### src/rtl/xor_scrambler_pkg.sv
// Shared definitions for the multiplicative XOR scrambler/descrambler pair:
// default polynomial parameters and the lock-counter width helper.
package xor_scrambler_pkg;

  localparam int unsigned DEFAULT_WIDTH = 8;
  localparam int unsigned DEFAULT_LEN   = 7;
  localparam int unsigned DEFAULT_TAP   = 4;

  // Counter must hold values 0..len inclusive.
  function automatic int unsigned lock_cnt_width(input int unsigned len);
    return $clog2(len + 1);
  endfunction

endpackage

### src/rtl/xor_descramble_step.sv
// One word of self-synchronizing descrambling, polynomial 1 + x^TAP + x^LEN.
// Purely combinational: static XOR taps into the {I, hist} vector.
module xor_descramble_step
  import xor_scrambler_pkg::*;
#(
  parameter int unsigned WIDTH = DEFAULT_WIDTH,
  parameter int unsigned LEN   = DEFAULT_LEN,
  parameter int unsigned TAP   = DEFAULT_TAP
) (
  input  logic [LEN-1:0]   hist,
  input  logic [WIDTH-1:0] I,
  output logic [WIDTH-1:0] O,
  output logic [LEN-1:0]   hist_next
);

  // hist[LEN-1] is the most recent bit, so v[LEN+j] is bit j of the word and
  // v[LEN+j-k] is the scrambled bit k positions earlier on the line.
  logic [WIDTH+LEN-1:0] v;

  assign v = {I, hist};

  always_comb begin
    O = '0;
    for (int unsigned j = 0; j < WIDTH; j++) begin
      O[j] = v[LEN+j] ^ v[LEN+j-TAP] ^ v[j];
    end
  end

  assign hist_next = v[WIDTH+LEN-1 -: LEN];

endmodule

### src/rtl/xor_descrambler.sv
// Registered descrambler stage with ready/valid on both sides and a
// saturating lock counter tracking how much scrambled history was absorbed.
module xor_descrambler
  import xor_scrambler_pkg::*;
#(
  parameter int unsigned WIDTH = DEFAULT_WIDTH,
  parameter int unsigned LEN   = DEFAULT_LEN,
  parameter int unsigned TAP   = DEFAULT_TAP
) (
  input  logic             CLK,
  input  logic             RESET,
  input  logic             CLR,
  input  logic [WIDTH-1:0] I,
  input  logic             I_valid,
  output logic             I_ready,
  output logic [WIDTH-1:0] O,
  output logic             O_valid,
  input  logic             O_ready,
  output logic             O_locked
);

  localparam int unsigned CNT_W = lock_cnt_width(LEN);
  localparam logic [CNT_W-1:0] CNT_MAX = CNT_W'(LEN);

  logic [WIDTH-1:0] o_q, o_d;
  logic             o_valid_q, o_valid_d;
  logic [LEN-1:0]   hist_q, hist_d;
  logic [CNT_W-1:0] cnt_q, cnt_d;

  logic [WIDTH-1:0] step_o;
  logic [LEN-1:0]   step_hist;
  logic             accept;
  logic [31:0]      cnt_sum;

  xor_descramble_step #(
    .WIDTH(WIDTH),
    .LEN  (LEN),
    .TAP  (TAP)
  ) u_step (
    .hist     (hist_q),
    .I        (I),
    .O        (step_o),
    .hist_next(step_hist)
  );

  assign I_ready = !RESET && (!o_valid_q || O_ready);
  assign accept  = I_valid && I_ready;
  assign cnt_sum = 32'(cnt_q) + 32'(WIDTH);

  always_comb begin
    o_d       = o_q;
    o_valid_d = o_valid_q;
    hist_d    = hist_q;
    cnt_d     = cnt_q;

    if (accept) begin
      o_d       = step_o;
      o_valid_d = 1'b1;
    end else if (O_ready) begin
      o_valid_d = 1'b0;
    end

    // CLR takes priority over the accept for history and lock, but the word
    // descrambled from the old history above is still emitted.
    if (CLR) begin
      hist_d = '0;
      cnt_d  = '0;
    end else if (accept) begin
      hist_d = step_hist;
      cnt_d  = (cnt_sum >= 32'(LEN)) ? CNT_MAX : cnt_sum[CNT_W-1:0];
    end
  end

  always_ff @(posedge CLK) begin
    if (RESET) begin
      o_q       <= '0;
      o_valid_q <= 1'b0;
      hist_q    <= '0;
      cnt_q     <= '0;
    end else begin
      o_q       <= o_d;
      o_valid_q <= o_valid_d;
      hist_q    <= hist_d;
      cnt_q     <= cnt_d;
    end
  end

  assign O        = o_q;
  assign O_valid  = o_valid_q;
  assign O_locked = (cnt_q == CNT_MAX);

endmodule

### config.mk
export PLATFORM = sky130hd
export DESIGN_NAME = xor_descrambler
export DESIGN_NICKNAME = d
export VERILOG_FILES = /design/src/rtl/xor_scrambler_pkg.sv /design/src/rtl/xor_descramble_step.sv /design/src/rtl/xor_descrambler.sv
export SDC_FILE = /design/constraint.sdc
export NUM_CORES = 1
export LEC_CHECK = 0
export BUFFER_PORTS_ARGS = -buffer_cell sky130_fd_sc_hd__buf_2
export CAP_MARGIN = 25
export CELL_PAD_IN_SITES_DETAIL_PLACEMENT = 1
export CELL_PAD_IN_SITES_GLOBAL_PLACEMENT = 1
export CORE_ASPECT_RATIO = 1.1
export CORE_MARGIN = 3
export CORE_UTILIZATION = 37
export DETAILED_ROUTE_END_ITERATION = 7
export PLACE_DENSITY = 0.87
export SLEW_MARGIN = 20
export SYNTH_ARGS = -nofsm -noshare
export SYNTH_HDL_FRONTEND = slang
export SYNTH_SLANG_ARGS = --single-unit
### constraint.sdc
create_clock -name CLK -period 1.05 [get_ports CLK]
set_input_delay 0.1575 -clock CLK [delete_from_list [all_inputs] [get_ports CLK]]
set_output_delay 0.1575 -clock CLK [all_outputs]
set_load 0.005 [all_outputs]
# Word-level counts from Yosys, hierarchy flattened
# Cells that the tools add are included.
# W data, S select, Z words.
# op_classes
n_addsub	1
order_cmp	1
n_eq_ne	1
muxes	3
bitwise	16
reduce_logical	7
# ops
op	count
$xor A1 B1 Y1	16
$add A3 B4 Y5 const B	1
$ge A5 B3 Y1 const B	1
$eq A3 B3 Y1 const B	1
$mux W3	1
$logic_and A1 B1 Y1	2
$logic_not A1 Y1	2
$mux W1	2
$reduce_bool A2 Y1	1
$reduce_or A2 Y1	1
$logic_or A1 B1 Y1	1
# totals
register_bits	19
input_bits	13
out_inout_bits	11
word_cells	33

# Depth between registers and ports, before layout
# depth
depth_word	5
mapped_depth	4
ltp_nobuf	3

# Cells and area by module
# A second synthesis with hierarchy kept.
# unflattened
cells_unflattened	82
area_unflattened_um2	947.2
# by_module_without_submodules
module	n_inst	cells_each	area_each_um2	seq_area_each_um2
xor_descrambler	1	67	700.7	340.3
xor_descramble_step	1	15	246.5	0.0

# Worst setup path after synthesis
# OpenSTA, ideal clock, no wires.
# synth_timing
path_type	reg-to-reg
startpoint	register o_valid_q, in the netlist O_valid
endpoint	register o_q[0], in the netlist O[0]
setup_ns	0.072
t_arrival_ns	0.917
required_time_ns	0.978
slack_ns	0.062
stages_incl_launch_ff	5
path_buffers	1
synth_period_minus_slack_ns	0.988
cell_sequence	dfxtp_1 nor2b_4 buf_6 nor2_8 mux2i_1
# synth_via
elab_chain_cells	4
# synth_rtl
item	line_no	rtl
start, declared	xor_descrambler.sv:26	logic o_valid_q, o_valid_d;
start signal, assigned	xor_descrambler.sv:82	o_valid_q <= o_valid_d;
$logic_not A1 Y1	xor_descrambler.sv:46	assign I_ready = !RESET && (!o_valid_q || O_ready);
$logic_or A1 B1 Y1	xor_descrambler.sv:46	
$logic_and A1 B1 Y1	xor_descrambler.sv:46	
$logic_and A1 B1 Y1	xor_descrambler.sv:47	assign accept = I_valid && I_ready;
end signal, assigned	xor_descrambler.sv:76	o_q <= '0;
end signal, assigned	xor_descrambler.sv:81	o_q <= o_d;
end, declared	xor_descrambler.sv:25	logic [WIDTH-1:0] o_q, o_d;
# No other way between the ends.
# A chain may end at the register's enable or synchronous reset.

# Worst setup path in the final report
# layout_timing
startpoint	register o_valid_q, in the netlist O_valid
endpoint	output port I_ready
# layout_via
elab_chain_cells	3
# layout_rtl
item	line_no	rtl
$logic_not A1 Y1	xor_descrambler.sv:46	
$logic_or A1 B1 Y1	xor_descrambler.sv:46	
$logic_and A1 B1 Y1	xor_descrambler.sv:46	
end, declared	xor_descrambler.sv:15	output logic I_ready,
# No other way between the ends.

==> results.cfg <==
[timing]
setup_viol = 5
max_freq_ghz = 0.9030
min_period_ns = 1.107
fin_crit_sh_pct = 105.5
drv_slew = 0
worstMarginPinSlew_ns = 0.3517
grt_setup_unrepaired = true
timing.final.hold_violations = 0
worst_slack_ns = -0.05741
relSlewSlack_pct = 76.55
skew_ns = 0.002301

[cells_and_area]
fin_nets = 130
syn2layout_area_growth_pct = 28.98
antenna_cells = 0
drive_above_1_share_pct = 38.79
fin_cells = 144

[place]
place_ws_ns = 0.01292
dp.cells = 135
hpwl_um = 1386
io_buffers = 23
gp_congestion = 0.7411

[synthesis]
ys_ff_latch = 17
synth_cell_type_count = 19
synth_cells = 86
syn_area_um2 = 833.3
netlist.area_leader.share_pct = 40.84
synth_seq_area_share_pct = 40.84
syn_area_per_cell_um2 = 9.690
synth_nets = 99
yosysTopAreaCell = dfxtp_1
ys_warn_count = 0
synth_area_leaders = dfxtp_1 41%, mux2i_1 9.6%, xnor2_1 8.4%, xor2_1 8.4%, nand2b_1 6.8%

[die]
die_area_um2 = 2858
rows = 17
core_area_um2 = 2063
start_util_pct = 40.39
io-pin-count = 24
die_h_um = 55.78
die_w_um = 51.25

[global_route]
grt_pass1_vias = 743
grt.overflow.total = 0
grt_max_degree = 11
grtUsageTotal_pct = 15.12
top_usage_layer = met2
antenna_found_initial = 0
grt_pass1_wl_um = 3339
gr-usage-met3_pct = 2.949
gr-usage-met2_pct = 26.15
use_met1_pct = 18.59

[detailed_routing]
first_pass_iters = 4
wl_um = 2031
drc = 0
ant_nets = 0
drtIter0Drc = 2
wl_per_cell_um = 14.10
vias_per_cell = 4.778
vias = 688

[setup_path]
worst_setup_path_end_kind = primary output
critPathSlowestCell = dfxtp_2
cp.required_ns = 0.89
path_max_fanout = 2
cp_num_buf_inv = 1
crit_path_cell_trace = nor2b_4 > nor2_2 > buf_2
cp_slowest_stage_delay_ns = 0.34
start_kind = register
arrival_ns = 0.95
critPathKind = reg2out
crit_family = flip-flops

[clock_network]
hold_buffers = 0
insertion_delay_ns = 0.28
cts_buffers = 3
cts.sink_count = 17
htree_levels = 1
clkTransAtPathRegs_ns = 0.11
cts_tree = built
root_buffer = clkbuf_4
clk_path_buf_depth = 2

[run_status]
violations = setup timing
status = finished with violations

[power_and_ir_drop]
power_density_nw_per_um2 = 1238
peakVddDrop_mv = 0.6374
power_leakage_nw = 0.4565

[worst_hold_path]
hp-class = in2reg

[run]
drv_cap = 0
## cell families (layout without fill, tap and decap cells)
logic type | count (synthesis) | count (layout) | share of synthesized area (%)
flip-flops | 17 | 17 | 40.84
multiplexers | 8 | 8 | 9.610
AO/OA/AOI/OAI | 15 | 15 | 9.009
XOR/XNOR | 16 | 16 | 16.82
buffers and inverters | 5 | 35 | 3.754
AND/OR/NAND/NOR | 25 | 25 | 19.97
## power by group
group | leakage (nW) | internal [mW] | total, mW | switching [mW]
clock | 0.0177 | 0.141 | 0.352 | 0.210
sequential | 0.140 | 0.685 | 0.707 | 0.0214
combinational | 0.299 | 0.142 | 0.273 | 0.131
## cell usage after synthesis (all sizes together)
master / instances
a21oi: 8
buf: 3
clkbuf: 2
dfxtp: 17
mux2i: 8
nand2b: 10
nand3: 7
nor2: 5
nor2b: 2
o21ai: 7
or2: 1
xnor2: 8
xor2: 8
## per-layer routing
metal / vias to the layer above / wire length, um
met5: - / 0
met4: 0 / 12
met3: 2 / 87
met2: 13 / 1080
met1: 327 / 851
li1: 346 / -
## stage by stage
step	setup TNS, ns	hold slack (ns)	util, %	total power [mW]	area (um2)
after floorplan	0	0.2782	-	0.8677	833.3
after global routing	-0.6092	0.1574	52.09	1.402	1075
final	-0.1027	0.1506	52.09	1.331	1075
after detailed placement	0	0.4480	47.24	0.9657	974.7
after CTS	-0.06699	0.1337	50.03	1.327	1032
after global placement	0	0.4329	47.24	0.9544	974.7
## area by class of cell
class	count	area, um2
fillers	263	988.4
well taps	28	35.03
clock buffers	3	22.52
flip-flops and latches	17	341.6
clock inverters	1	5.005
repair buffers	31	188.9
multi-input cells	64	481.7
## what timing repair did
item / in CTS / in global routing
pin swaps: 1 / 5
resized for setup: 3 / 8
buffers inserted: 3 / 2
setup endpoints to repair: 8 / 11
## path summary, 6_finish.rpt
check / from / end / slack (ns) / cells after the start
worst max-delay path: O_valid$_SDFFE_PP0P_ / I_ready / -0.06 / 3
worst min-delay path: I[5] / hist_q[4]$_SDFFE_PP0P_ / 0.15 / 3
worst max register to register: O_valid$_SDFFE_PP0P_ / hist_q[4]$_SDFFE_PP0P_ / -0.02 / 5
worst min register to register: O[5]$_SDFFE_PP0P_ / O[5]$_SDFFE_PP0P_ / 0.48 / 2
## cells in the final DEF, fill, tap and decap left out
| cell type | instances |
|---|---|
| a21oi_1 | 7 |
| nor2_2 | 1 |
| xor2_1 | 8 |
| nand2b_1 | 8 |
| o21ai_0 | 1 |
| buf_6 | 3 |
| clkinv_2 | 1 |
| nand2b_2 | 1 |
| nand3_1 | 7 |
| dfxtp_1 | 16 |
| xnor2_1 | 8 |
| buf_4 | 6 |
| mux2i_1 | 8 |
| nor2_8 | 1 |
| o21ai_2 | 3 |
| nand2b_4 | 1 |
| o21ai_1 | 3 |
| nor2_1 | 3 |
| nor2b_1 | 1 |
| or2_1 | 1 |
| clkbuf_4 | 3 |
| a21oi_2 | 1 |
| nor2b_4 | 1 |
| buf_2 | 22 |
| dfxtp_2 | 1 |
## registers in the layout, indices dropped and copies added, names as in the netlist
register and count:
cnt_q 1, O 8, O_valid 1, hist_q 7
## tightest hold or removal path: cells and delay by family
kind                   cells  cell delay [ns]
AO/OA/AOI/OAI              1             0.06
buffers and inverters      1             0.12
AND/OR/NAND/NOR            1             0.06
Power figures use the tool's default switching activity.
